[src/rtl/piso_serializer_pkg.sv]
// ---------------------------------------------------------------------------
// piso_pkg
// Shared definitions for the bit-serial link transmitter.
//   piso_state_t : serializer FSM encoding (IDLE, SHIFT).
//   cnt_w()      : bit-counter width for a given word length. It never
//                  returns less than 1, so the counter always has at least
//                  one bit.
// ---------------------------------------------------------------------------
package piso_pkg;

  typedef enum logic [0:0] {
    IDLE  = 1'b0,
    SHIFT = 1'b1
  } piso_state_t;

  function automatic int cnt_w(input int width);
    int w;
    w = $clog2(width);
    return (w < 1) ? 1 : w;
  endfunction

endpackage

[src/rtl/piso_serializer.sv]
// ---------------------------------------------------------------------------
// piso_serializer
// Parallel-in, serial-out transmitter. It accepts a WIDTH-bit word over a
// valid/ready handshake and sends it one bit per enabled cycle. Each bit
// carries strobes that mark the first and last bit of the word.
//
// Parameters:
//   WIDTH      word length in bits (>= 2)
//   MSB_FIRST  1: bit WIDTH-1 goes out first, 0: bit 0 goes out first
// Ports:
//   clk        rising-edge clock
//   rst        synchronous, active-high reset
//   en         shift enable; 0 stalls the shifter without losing data
//   din        parallel word
//   din_valid  din holds a word to send
//   din_ready  word is accepted this cycle (combinational)
//   sout       serial data bit (registered)
//   sout_en    sout carries a new bit this cycle (registered)
//   sof        sout is the first bit of a word (registered)
//   eof        sout is the last bit of a word (registered)
//   busy       a word is loaded and not yet fully shifted out
// ---------------------------------------------------------------------------
module piso_serializer
  import piso_pkg::*;
#(
  parameter int WIDTH     = 8,
  parameter bit MSB_FIRST = 1'b1
) (
  input  logic             clk,
  input  logic             rst,
  input  logic             en,
  input  logic [WIDTH-1:0] din,
  input  logic             din_valid,
  output logic             din_ready,
  output logic             sout,
  output logic             sout_en,
  output logic             sof,
  output logic             eof,
  output logic             busy
);

  localparam int            CW       = cnt_w(WIDTH);
  localparam logic [CW-1:0] CNT_ZERO = CW'(0);
  localparam logic [CW-1:0] CNT_ONE  = CW'(1);
  localparam logic [CW-1:0] CNT_LAST = CW'(WIDTH - 1);

  piso_state_t      state_q, state_d;
  logic [WIDTH-1:0] sreg_q, sreg_d;
  logic [CW-1:0]    cnt_q, cnt_d;
  logic             sout_q, sout_d;
  logic             sout_en_q, sout_en_d;
  logic             sof_q, sof_d;
  logic             eof_q, eof_d;

  logic last_s;
  logic accept_s;
  logic out_bit_s;

  assign last_s = (cnt_q == CNT_LAST);

  // The last enabled bit also opens the input, so the next word is loaded on
  // the same edge that emits eof and back-to-back words leave no idle bit.
  assign din_ready = !rst && ((state_q == IDLE) ||
                              ((state_q == SHIFT) && en && last_s));
  assign accept_s  = din_valid && din_ready;

  assign out_bit_s = MSB_FIRST ? sreg_q[WIDTH-1] : sreg_q[0];

  // Next-state, shifter and output-strobe logic.
  always_comb begin
    state_d   = state_q;
    sreg_d    = sreg_q;
    cnt_d     = cnt_q;
    sout_d    = sout_q;
    sout_en_d = 1'b0;
    sof_d     = 1'b0;
    eof_d     = 1'b0;
    case (state_q)
      IDLE: begin
        if (accept_s) begin
          sreg_d  = din;
          cnt_d   = CNT_ZERO;
          state_d = SHIFT;
        end else begin
          state_d = IDLE;
        end
      end
      SHIFT: begin
        if (en) begin
          sout_d    = out_bit_s;
          sout_en_d = 1'b1;
          sof_d     = (cnt_q == CNT_ZERO);
          eof_d     = last_s;
          if (MSB_FIRST) begin
            sreg_d = {sreg_q[WIDTH-2:0], 1'b0};
          end else begin
            sreg_d = {1'b0, sreg_q[WIDTH-1:1]};
          end
          cnt_d = cnt_q + CNT_ONE;
          if (last_s) begin
            if (accept_s) begin
              sreg_d  = din;
              cnt_d   = CNT_ZERO;
              state_d = SHIFT;
            end else begin
              cnt_d   = CNT_ZERO;
              state_d = IDLE;
            end
          end else begin
            state_d = SHIFT;
          end
        end else begin
          state_d = SHIFT;
        end
      end
      default: begin
        state_d = IDLE;
        cnt_d   = CNT_ZERO;
      end
    endcase
  end

  // State and output registers with synchronous reset.
  always_ff @(posedge clk) begin
    if (rst) begin
      state_q   <= IDLE;
      sreg_q    <= {WIDTH{1'b0}};
      cnt_q     <= CNT_ZERO;
      sout_q    <= 1'b0;
      sout_en_q <= 1'b0;
      sof_q     <= 1'b0;
      eof_q     <= 1'b0;
    end else begin
      state_q   <= state_d;
      sreg_q    <= sreg_d;
      cnt_q     <= cnt_d;
      sout_q    <= sout_d;
      sout_en_q <= sout_en_d;
      sof_q     <= sof_d;
      eof_q     <= eof_d;
    end
  end

  assign sout    = sout_q;
  assign sout_en = sout_en_q;
  assign sof     = sof_q;
  assign eof     = eof_q;
  assign busy    = (state_q == SHIFT);

endmodule

[config.mk]
export PLATFORM = sky130hd
export DESIGN_NAME = piso_serializer
export DESIGN_NICKNAME = d
export VERILOG_FILES = /design/src/rtl/piso_serializer_pkg.sv /design/src/rtl/piso_serializer.sv
export SDC_FILE = /design/constraint.sdc
export NUM_CORES = 1
export LEC_CHECK = 0
export ABC_AREA = 1
export BUFFER_PORTS_ARGS = -buffer_cell sky130_fd_sc_hd__buf_2
export CAP_MARGIN = 20
export CORE_AREA = 2 2 43 45
export DETAILED_ROUTE_END_ITERATION = 10
export DIE_AREA = 0 0 45 47
export PLACE_DENSITY_LB_ADDON = 0.25
export SLEW_MARGIN = 20
export SYNTH_ARGS = -nofsm -noshare
export SYNTH_HDL_FRONTEND = slang
export SYNTH_SLANG_ARGS = --single-unit
export TNS_END_PERCENT = 1
[constraint.sdc]
create_clock -name clk -period 1.5 [get_ports clk]
set_input_delay 0.375 -clock clk [delete_from_list [all_inputs] [get_ports clk]]
set_output_delay 0.375 -clock clk [all_outputs]
set_load 0.01 [all_outputs]
# Yosys cells after proc, flatten, opt, wreduce, memory -nomap -nowiden
# Index checks and enable logic that the tools add are counted.
[word_totals]
register_bits = 16
in_bits = 12
out_inout_bits = 6
word_cells = 38
[classes]
add_sub_neg = 1
eq_ne = 3
n_mux = 14
bitwise = 2
reduce_logical = 11
[ops]
columns = ["op", "n"]
rows = [
  ["two-way mux 8 bit", 4],
  ["one-hot mux 8 bit (2 select lines)", 1],
  ["two-way mux 3 bit", 3],
  ["one-hot mux 3 bit (2 select lines)", 1],
  ["logical AND 1 bit", 4],
  ["two-way mux 1 bit", 4],
  ["inequality test 2 bit (second input constant)", 2],
  ["AND reduction 2 bit", 2],
  ["adder 3 x 1 -> 3 bit (second input constant)", 1],
  ["== test 3 bit (second input constant)", 1],
  ["zero test 3 bit", 1],
  ["OR reduction 3 bit", 1],
  ["inverter 1 bit", 2],
  ["one-hot mux 1 bit (2 select lines)", 1],
  ["OR reduction 2 bit", 1],
  ["zero test 1 bit", 1],
  ["logical OR 1 bit", 1],
]

# Logic depth before layout (Yosys ltp)
# Gate-level depths: netlist (run 1).
[depth]
ltp_word = 9
mapped_depth = 10
mapped_depth_nobuf = 9

# Worst setup path after synthesis (run 1)
# Ideal clock, no wire load.
[synth_path]
path_type = "register -> register"
from = "register cnt_q[0]"
to = "register sreg_q[1]"
setup_ns = 0.115
t_arrival_ns = 1.208
required_ns = 1.385
path_slack_ns = 0.178
stages_incl_launch_ff = 10
n_path_buf = 1
period_less_slack_ns = 1.322
cell_sequence = "dfxtp_1 ha_1 ha_1 nand2_1 nand2_2 nand3_2 buf_6 a21oi_1 nor2_1 nor2_1"
[synth_via]
elab_chain_cells = 9
word_cells_on_any_way = 11
cone_classes = "eq/ne: 2; mux: 4; reduce/logical: 5"
[synth_rtl]
columns = ["item", "line", "text"]
rows = [
  ["from (decl)", "piso_serializer.sv:49", "logic [CW-1:0] cnt_q, cnt_d;"],
  ["from (signal assigned)", "piso_serializer.sv:136", "cnt_q <= cnt_d;"],
  ["== test 3 bit *", "piso_serializer.sv:59", "assign last_s = (cnt_q == CNT_LAST);"],
  ["via last_s", "piso_serializer.sv:55", "logic last_s;"],
  ["logical AND 1 bit", "piso_serializer.sv:64", "((state_q == SHIFT) && en && last_s));"],
  ["logical OR 1 bit", "piso_serializer.sv:63", "assign din_ready = !rst && ((state_q == IDLE) ||"],
  ["logical AND 1 bit", "piso_serializer.sv:63", ""],
  ["logical AND 1 bit", "piso_serializer.sv:65", "assign accept_s = din_valid && din_ready;"],
  ["two-way mux 8 bit", "piso_serializer.sv:101", "if (accept_s) begin"],
  ["two-way mux 8 bit", "piso_serializer.sv:100", "if (last_s) begin"],
  ["two-way mux 8 bit", "piso_serializer.sv:89", "if (en) begin"],
  ["one-hot mux 8 bit (2 select lines)", "piso_serializer.sv:78", "case (state_q)"],
  ["to (signal assigned)", "piso_serializer.sv:127", "sreg_q <= {WIDTH{1'b0}};"],
  ["to (signal assigned)", "piso_serializer.sv:135", "sreg_q <= sreg_d;"],
  ["to (decl)", "piso_serializer.sv:48", "logic [WIDTH-1:0] sreg_q, sreg_d;"],
]
# The timed path passes the listed nets; every way through them passes the cells marked *. The select of a mux whose other input is x is not followed.
# A chain may end at the register's enable or synchronous reset.

# Worst setup path in the final report (run 1)
[layout_path]
from = "register cnt_q[1]"
to = "output din_ready"
[layout_via]
elab_chain_cells = 4
[layout_rtl]
columns = ["item", "line", "text"]
rows = [
  ["== test 3 bit", "piso_serializer.sv:59", ""],
  ["via last_s", "piso_serializer.sv:55", ""],
  ["logical AND 1 bit", "piso_serializer.sv:64", ""],
  ["logical OR 1 bit", "piso_serializer.sv:63", ""],
  ["logical AND 1 bit", "piso_serializer.sv:63", ""],
  ["to (decl)", "piso_serializer.sv:34", "output logic din_ready,"],
]
# The timed path passes the listed nets, and every way through them passes these cells.

==> flow_metrics.py, run 1 <==
metrics = {
    "final_layout": {
        "fin_nets": 144,
        "fin_util_pct": 59.5,
        "area_growth_pct": 24.6,
        "antennaDiodeCount": 0,
        "layout-drive-gt1-share_pct": 31.3,
    },
    "yosys": {
        "synth_most_common_cell": "nor2_1",
        "ys_ff_latch": 16,
        "avgSynthCellArea_um2": 7.45,
        "synth_top_area_share_pct": 40.6,
        "syn_nets": 121,
        "synth-seq-area-share_pct": 40.6,
        "async_reset_ff_share_pct": 0,
        "ys.warnings.count": 0,
        "yosysUniqueCellTypes": 18,
        "synth_largest_area_cell": "dfxtp_1",
        "synthesis.instances": 106,
        "synth_commonest_cells": "18 x nor2_1, 16 x dfxtp_1, 12 x a21oi_1, 12 x inv_1, 12 x nand3_1",
        "synth_edf_count": 0,
        "synth.area.top_cells": "dfxtp_1 41%, nor2_1 8.6%, a21oi_1 7.6%",
        "syn_area_um2": 790,
        "ys.flop_type": "dfxtp_1",
    },
    "routing": {
        "drt_iter0_markers": 6,
        "drtPass1Iterations": 4,
        "routed_wl_um": 1610,
        "postRouteAntennaNets": 0,
        "routed_via_density": 5.06,
        "vias": 734,
        "drt-wirelength-per-cell_um": 11.1,
        "remaining_drc_errors": 0,
    },
    "critical_path": {
        "crit_fanout": 2,
        "critPathSlowestCell": "dfxtp_2",
        "regToRegStartpoint": "cnt_q[1]",
        "cp-start-kind": "flop",
        "path_class": "reg2out",
        "cp_data_arrival_time_ps": 1250,
        "endpoint_kind": "output port",
        "cpMostUsedCell": "ha_4",
        "cp_num_buf_inv": 1,
        "startpoint": "cnt_q[1]",
        "cpLargestDelayFamily": "flip-flops",
        "path_cells": "ha_4 -> ha_4 -> nand2_4 -> a21oi_2 -> buf_2",
        "critical-path-max-stage-delay_ps": 370,
        "required_ps": 1120,
    },
    "sta": {
        "slew_headroom_pct": 83.2,
        "period_share_pct": 108,
        "finalSetupViolCount": 1,
        "setup_ws_ps": -120,
        "slew_viol_final": 0,
        "worst_pin_slew_ps": 251,
        "clock-skew-final_ps": 3.09,
        "max_freq_mhz": 617,
        "hold_ws_ps": 350,
        "rsz0062_at_grt": "true",
        "layout_min_cycle_time_ps": 1620,
        "finalSetupTns_ps": -120,
        "final-hold-violation-count": 0,
    },
    "global_route": {
        "antenna_found_initial": 0,
        "grt_pass1_vias": 627,
        "grt_pass1_wl_um": 2620,
        "grt_usage_pct": 17.2,
        "grt-ovfl-total": 0,
        "grt_max_degree": 18,
    },
    "clock_tree": {
        "cts_max_path_buffers": 2,
        "cts_hold_buf": 0,
        "cts.sinks": 16,
        "cts_tree": "done",
        "htreeDepth": 1,
        "insertion_delay_ps": 290,
        "clkSlewWorstSetupHoldPaths_ps": 90,
        "cts_made_buffers": 3,
        "cts_root_buffer": "clkbuf_4",
    },
    "place": {
        "place.gp.congestion": 0.807,
        "hpwl_um": 1080,
        "dp_slack_ps": -16.1,
        "io_buffers": 17,
    },
    "floorplan": {
        "die_w_um": 45,
        "die-area_mm2": 0.00212,
        "coreArea_mm2": 0.00165,
        "initial_core_util_pct": 47.8,
        "boundaryPins": 18,
        "rows": 15,
        "die_h_um": 47,
    },
    "power_and_ir_drop": {
        "powerDensity_mw_per_mm2": 922,
        "p_leak_uw": 0.000474,
        "ir_drop_v": 0.000668,
    },
    "status": {
        "violations": "negative setup slack",
        "outcome": "complete, but fails checks",
    },
    "worst_hold_path": {
        "hp-class": "in2reg",
        "hold_start": "rst",
    },
    "run": {
        "drv_cap": 0,
    },
}
-- metrics by stage --
stage          std cells  cell area (um^2)  power (uW)
2_1_floorplan        106               790         583
3_3_place_gp         137               866         616
3_5_place_dp         137               866         618
4_1_cts              144               971         914
5_1_grt              145               983         960
6_report             145               983         907
-- flip-flops by register name, summed over array words and instances, names as in the netlist --
register,cells
sout,1
sreg_q,8
busy,1
sout_en,1
eof,1
sof,1
cnt_q,3
-- report_power, final --
| part | total (uW) | switching, uW | internal [uW] | leakage [uW] |
|---|---|---|---|---|
| registers | 470 | 17.6 | 452 | 0.000132 |
| logic | 151 | 87.4 | 63.4 | 0.000321 |
| clock network | 286 | 139 | 148 | 0.0000210 |
| total | 907 | 244 | 663 | 0.000474 |
-- routing by layer --
| metal | share of wire [%] | track usage [%] | wire length, um |
|---|---|---|---|
| met5 | 0 | 0 | 0 |
| met4 | 1.4 | 8.82 | 22 |
| met3 | 5.3 | 3.46 | 85 |
| met2 | 50 | 31.1 | 799 |
| met1 | 44 | 19.2 | 699 |
-- path summary, 6_finish.rpt --
check / depth (start not counted) / slack (ps) / to
worst max-delay path: 5 / -120 / din_ready
worst min-delay path: 2 / 350 / cnt_q[1]
worst min register to register: 2 / 480 / sout
worst max register to register: 10 / 60 / sreg_q[1]
-- final cells by class --
class | count | area, um^2
timing repair buffer | 23 | 130
fill | 173 | 668
tap | 17 | 21.3
inverter | 13 | 48.8
sequential | 16 | 323
clock buffer | 4 | 36.3
multi-input combinational | 72 | 424
-- kinds of logic after synthesis --
| logic type | Yosys count | synth area share [%] |
|---|---|---|
| AOI/OAI and AO/OA | 22 | 13.9 |
| adders and majority gates | 3 | 4.75 |
| buffers and inverters | 18 | 11.9 |
| DFF | 16 | 40.6 |
| and+or+nand+nor | 47 | 28.8 |
-- what timing repair did --
item / CTS / global route
setup endpoints to repair: 5 / 8
pin swaps: 2 / 1
gates resized for setup: 10 / 1
setup buffers: 3 / 1
-- cells in the final DEF (no fill, tap or decap) --
master and instances:
a21oi_1 11, a21oi_2 1, buf_2 17, buf_4 6, clkbuf_4 3, clkbuf_8 1, dfxtp_1 14, dfxtp_2 2
ha_1 1, ha_4 2, inv_1 12, inv_2 1, nand2_1 10, nand2_2 2, nand2_4 2, nand3_1 11
nand3_2 1, nand3_4 1, nand3b_4 1, nor2_1 18, nor3_1 1, o21ai_0 1, o21ai_1 9
No activity file was read; power rests on OpenSTA's default activity.
==> inputs of run 2 (changes only) <==
--- a/config.mk
+++ b/config.mk
@@ -6,11 +6,11 @@
 export NUM_CORES = 1
 export LEC_CHECK = 0
 export ABC_AREA = 1
-export BUFFER_PORTS_ARGS = -buffer_cell sky130_fd_sc_hd__buf_2
 export CAP_MARGIN = 20
-export CORE_AREA = 2 2 43 45
+export CORE_AREA = 2 2 40 42
 export DETAILED_ROUTE_END_ITERATION = 10
-export DIE_AREA = 0 0 45 47
+export DIE_AREA = 0 0 42 44
+export DONT_BUFFER_PORTS = 1
 export PLACE_DENSITY_LB_ADDON = 0.25
 export SLEW_MARGIN = 20
 export SYNTH_ARGS = -nofsm -noshare
==> run 2 against run 1 <==
Against the previous run: the flow still finishes with violations (negative setup slack); wire length fell by 8.2%; clock power decreased by 1%; flip-flop and latch count unchanged; setup slack improved by 110 ps; clock skew shrank 1.7 ps; register-to-register slack improved by 120 ps; critical path type unchanged.
==> flow_metrics.py, run 2 (synthesized netlist as in run 1, its figures left out) <==
metrics = {
    "final_layout": {
        "multi_input_area_um2": 427,
        "register_area_um2": 323,
        "fillers": 130,
        "reg_top3": "sreg_q (8), cnt_q (3)",
        "fin_util_pct": 62.9,
        "layout-drive-gt1-share_pct": 19.1,
        "most-common-layout-cells": "18 x nor2_1, 14 x dfxtp_1, 12 x inv_1, 12 x nand3_1, 11 x a21oi_1",
        "antennaDiodeCount": 0,
        "final_common_cell": "nor2_1",
        "fin_nets": 126,
        "area_growth_pct": 13.0,
        "top_register": "sreg_q",
        "fin_cells": 126,
        "largest_reg_flops": 8,
    },
    "clock_tree": {
        "cts_max_path_buffers": 2,
        "htreeDepth": 1,
        "cts.sinks": 16,
        "cts_hold_buf": 0,
        "cts_root_buffer": "clkbuf_4",
        "insertion_delay_ps": 280,
        "cts_tree": "done",
        "cts_made_buffers": 3,
        "clkSlewWorstSetupHoldPaths_ps": 100,
    },
    "routing": {
        "vias": 653,
        "drt_iter0_markers": 8,
        "routed_via_density": 5.18,
        "drtPass1Iterations": 4,
        "remaining_drc_errors": 0,
        "postRouteAntennaNets": 0,
        "drt-wirelength-per-cell_um": 11.7,
        "routed_wl_um": 1480,
    },
    "sta": {
        "layout_min_cycle_time_ps": 1510,
        "worst_pin_slew_ps": 371,
        "rsz0062_at_grt": "true",
        "slew_viol_final": 0,
        "finalSetupViolCount": 1,
        "period_share_pct": 100,
        "final-hold-violation-count": 0,
        "setup_ws_ps": -5.54,
        "clock-skew-final_ps": 1.41,
        "slew_headroom_pct": 75.2,
        "max_freq_mhz": 664,
    },
    "floorplan": {
        "die_h_um": 44,
        "coreArea_mm2": 0.00142,
        "die_w_um": 42,
        "rows": 14,
        "boundaryPins": 18,
        "initial_core_util_pct": 55.6,
        "die-area_mm2": 0.00185,
    },
    "status": {
        "violations": "negative setup slack",
        "outcome": "complete, but fails checks",
    },
    "place": {
        "io_buffers": 0,
        "dp_slack_ps": 8.55,
        "hpwl_um": 1050,
        "place.gp.congestion": 0.817,
        "dp_cells": 120,
    },
    "power_and_ir_drop": {
        "ir_drop_v": 0.000491,
        "p_comb_share_pct": 14.1,
        "p_sw_share_pct": 26.0,
        "p_seq_share_pct": 53.8,
        "p_int_uw": 651,
        "p_switching_uw": 229,
        "p_leak_uw": 0.000397,
        "powerDensity_mw_per_mm2": 986,
        "clockPowerShare_pct": 32.1,
    },
    "critical_path": {
        "crit_fanout": 2,
        "path_cells": "ha_4 -> ha_4 -> nand2_4 -> a21oi_4",
        "cpMostUsedCell": "ha_4",
        "cp_num_buf_inv": 0,
        "path_class": "reg2out",
        "required_ps": 1120,
        "cp_data_arrival_time_ps": 1130,
        "cp-start-kind": "flop",
        "crit_cells": 4,
        "endpoint_kind": "output port",
        "critical-path-max-stage-delay_ps": 360,
        "cpLargestDelayFamily": "flip-flops",
        "critPathSlowestCell": "dfxtp_2",
        "reg2reg_depth": 9,
    },
    "global_route": {
        "grt_max_degree": 18,
        "grt_pass1_wl_um": 2660,
        "grt_pass1_vias": 619,
        "grt_usage_pct": 19.2,
        "antenna_found_initial": 0,
        "grt-ovfl-total": 0,
    },
    "run": {
        "drv_cap": 0,
    },
    "worst_hold_path": {
        "hp-class": "in2reg",
        "whs_path_depth": 1,
    },
}
## run 2: power groups by stage
stage	Clock, uW	Combinational [uW]	Sequential [uW]
3_5_place_dp	0	115	481
6_report	282	124	474
3_3_place_gp	0	112	481
5_1_grt	310	144	476
4_1_cts	288	122	474
2_1_floorplan	0	108	475
## run 2: path summary, 6_finish.rpt
| kind | start | to | slack [ps] |
|---|---|---|---|
| setup / recovery | cnt_q[0] | din_ready | -6 |
| hold / removal | rst | cnt_q[1] | 140 |
| setup reg to reg | cnt_q[0] | sreg_q[5] | 180 |
| hold reg to reg | sreg_q[0] | sreg_q[0] | 490 |
## run 2: final cells by class
type | count | area share (%)
Multi-Input combinational cell | 72 | 47.8
Sequential cell | 16 | 36.2
Inverter | 13 | 5.47
Timing Repair Buffer | 5 | 4.21
Clock buffer | 4 | 4.07
Tap cell | 16 | 2.24
## run 2: per-stage QoR
step	total power, uW	setup TNS (ps)	instance area (um^2)	hold slack [ps]
2_1_floorplan	583	0	790	417
3_3_place_gp	592	0	787	444
3_5_place_dp	596	0	787	446
4_1_cts	883	-23.5	885	139
5_1_grt	930	-63.5	892	125
6_report	880	-5.54	892	142
## run 2: what timing repair did
action                     in CTS  in global routing
pin swaps                       1                  1
setup buffers                   2                  0
setup endpoints to repair       1                  8
gates resized for setup        10                  1
## run 2: worst register-to-register path, stage by stage, from the launching register on
cell and delay (ps):
dfxtp_2 360, ha_4 140, ha_4 140, nand2_4 60
nand2_2 80, nand3_4 150, nand3_1 110, nand2_1 50
nor2_1 100, nor2_1 40
## run 2: layer usage
layer	GRT usage [%]	part of all wire, %	wire length (um)	vias to the layer above
met5	0	0	0	-
met4	12.3	1.2	17	0
met3	5.42	3.9	57	2
met2	32.5	49	719	14
met1	21.3	46	682	288
li1	-	-	-	349
==> inputs of run 3 (changes only) <==
--- a/config.mk
+++ b/config.mk
@@ -5,7 +5,6 @@
 export SDC_FILE = /design/constraint.sdc
 export NUM_CORES = 1
 export LEC_CHECK = 0
-export ABC_AREA = 1
 export CAP_MARGIN = 20
 export CORE_AREA = 2 2 40 42
 export DETAILED_ROUTE_END_ITERATION = 10
==> run 3 against run 2 <==
Against the previous run: the run still ends with negative setup slack left; critical endpoint unchanged; register-to-register slack lost 170 ps; combinational power is essentially flat; sequential share of layout area shrank 2.5 points; cell count shrank 13%; global-route usage grew 0.44 points; clock power grew 5%; synthesized cell count shrank 22%; total power grew 1.4%; area after synthesis grew 1.4%.
==> flow_metrics.py, run 3 <==
metrics = {
    "status": {
        "outcome": "complete, but fails checks",
        "violations": "negative setup slack",
    },
    "floorplan": {
        "boundaryPins": 18,
        "die-area_mm2": 0.00185,
        "die_h_um": 44,
        "die_w_um": 42,
        "rows": 14,
        "initial_core_util_pct": 56.4,
        "coreArea_mm2": 0.00142,
    },
    "routing": {
        "drtPass1Iterations": 4,
        "routed_via_density": 6.07,
        "drt-wirelength-per-cell_um": 15.2,
        "postRouteAntennaNets": 0,
        "vias": 668,
        "drt_iter0_markers": 17,
        "remaining_drc_errors": 0,
        "routed_wl_um": 1670,
    },
    "worst_hold_path": {
        "hold_start": "rst",
        "hp-class": "in2reg",
        "whs_path_depth": 1,
        "worst_hold_path.endpoint": "cnt_q[1]",
    },
    "sta": {
        "slew_headroom_pct": 75.9,
        "setup_ws_ps": -94.1,
        "worst_pin_slew_ps": 362,
        "final-hold-violation-count": 0,
        "finalSetupTns_ps": -94.1,
        "hold_ws_ps": 128,
        "max_freq_mhz": 627,
        "clock-skew-final_ps": 3.76,
        "layout_min_cycle_time_ps": 1590,
        "finalSetupViolCount": 1,
        "slew_viol_final": 0,
        "rsz0062_at_grt": "true",
        "period_share_pct": 106,
    },
    "yosys": {
        "syn_nets": 98,
        "yosysUniqueCellTypes": 26,
        "synth.area.top_cells": "dfxtp_1 40%, a311oi_2 13%, nand3_1 5.6%",
        "synthesis.instances": 83,
        "ys.flop_type": "dfxtp_1",
        "synth_largest_area_cell": "dfxtp_1",
        "ys_ff_latch": 16,
        "synth_most_common_cell": "dfxtp_1",
        "synth_commonest_cells": "16 x dfxtp_1, 9 x nand3_1",
        "synth_edf_count": 0,
        "ys.warnings.count": 0,
        "syn_area_um2": 801,
        "async_reset_ff_share_pct": 0,
        "synth_top_area_share_pct": 40.0,
        "synth-seq-area-share_pct": 40.0,
        "avgSynthCellArea_um2": 9.65,
    },
    "critical_path": {
        "cp-start-kind": "flop",
        "path_class": "reg2out",
        "r2r_setup_slack_ps": 10,
        "reg2reg_depth": 6,
        "endpoint_kind": "output port",
        "cp_data_arrival_time_ps": 1220,
        "regToRegStartpoint": "cnt_q[1]",
        "required_ps": 1120,
        "startpoint": "cnt_q[1]",
        "crit_fanout": 2,
        "r2r-end": "sreg_q[6]",
    },
    "global_route": {
        "grt_usage_pct": 19.7,
        "grt_max_degree": 21,
        "grt_pass1_vias": 637,
        "grt-ovfl-total": 0,
        "antenna_found_initial": 0,
        "grt_pass1_wl_um": 2790,
    },
    "final_layout": {
        "fin_nets": 110,
        "layout-drive-gt1-share_pct": 38.3,
        "final_common_cell": "dfxtp_1",
        "most-common-layout-cells": "14 x dfxtp_1, 11 x buf_4, 8 x nand3_1, 7 x nor3_1, 7 x a311oi_2",
        "area_growth_pct": 19.7,
        "fin_util_pct": 67.5,
        "antennaDiodeCount": 0,
        "largest_reg_flops": 8,
        "top_register": "sreg_q",
        "reg_top3": "sreg_q (8), cnt_q (3)",
    },
    "power_and_ir_drop": {
        "powerDensity_mw_per_mm2": 931,
        "ir_drop_v": 0.000629,
        "p_leak_uw": 0.000333,
    },
    "clock_tree": {
        "htreeDepth": 1,
        "cts_hold_buf": 0,
        "insertion_delay_ps": 300,
        "cts.sinks": 16,
        "cts_root_buffer": "clkbuf_4",
        "clkSlewWorstSetupHoldPaths_ps": 100,
        "cts_made_buffers": 3,
        "cts_max_path_buffers": 2,
        "cts_tree": "done",
    },
    "place": {
        "io_buffers": 0,
        "place.gp.congestion": 0.807,
        "hpwl_um": 1080,
    },
    "run": {
        "drv_cap": 0,
    },
}
run 3: kinds of logic (layout without fill, tap and decap cells):
| family | after synthesis | in the layout | synth area share [%] |
|---|---|---|---|
| and+or+nand+nor | 36 | 36 | 27.0 |
| muxes | 1 | 1 | 1.25 |
| AOI/OAI and AO/OA | 20 | 20 | 22.2 |
| buffers and inverters | 7 | 18 | 4.84 |
| DFF | 16 | 16 | 40.0 |
| adders and majority gates | 3 | 3 | 4.69 |
run 3: routing by layer:
metal  global-route usage, %  wire, um  vias up
met3                    4.17        79        2
met1                    28.3       832      312
met4                    5.81        33        0
li1                        -         -      335
met2                    29.7       726       19
met5                       0         0        -
run 3: worst max-delay path by stage:
stage,slack (ps),endpoint
floorplan,60,din_ready
finish,-90,din_ready
global route,-130,din_ready
global placement,70,din_ready
detailed placement,30,sreg_q[7]
CTS,-60,din_ready
run 3: power by group:
group	internal, uW	leakage, uW	switching, uW	total, uW
registers	450	0.000132	19.8	470
logic	62.5	0.000180	64.9	127
clock network	148	0.0000210	147	295
total	661	0.000333	231	892
run 3: layout make-up:
type | count | area [um^2]
clock buffers | 4 | 36.3
well taps | 16 | 20.0
multi-input cells | 60 | 485
fillers | 113 | 460
inverters | 3 | 11.3
flip-flops and latches | 16 | 323
repair buffers | 11 | 82.6
run 3: what timing repair did:
action,in CTS,in global routing
resized for setup,9,3
setup endpoints to repair,2,8
pin swaps,6,9
buffers inserted,2,3
run 3: metrics by stage:
step                      power, uW  instance area (um^2)  cells  setup WS [ps]
after CTS                       887                   923    107          -63.7
after global routing            922                   958    110           -131
after global placement          597                   838    101           65.8
final                           892                   958    110          -94.1
after detailed placement        599                   838    101           31.7
after floorplan                 583                   801     83           63.7
run 3: worst max-delay path, cell delays in order, from the launching register on:
cell      delay [ps]
dfxtp_2          350
ha_4             160
ha_4             150
a21boi_2         180
nor2_2            80
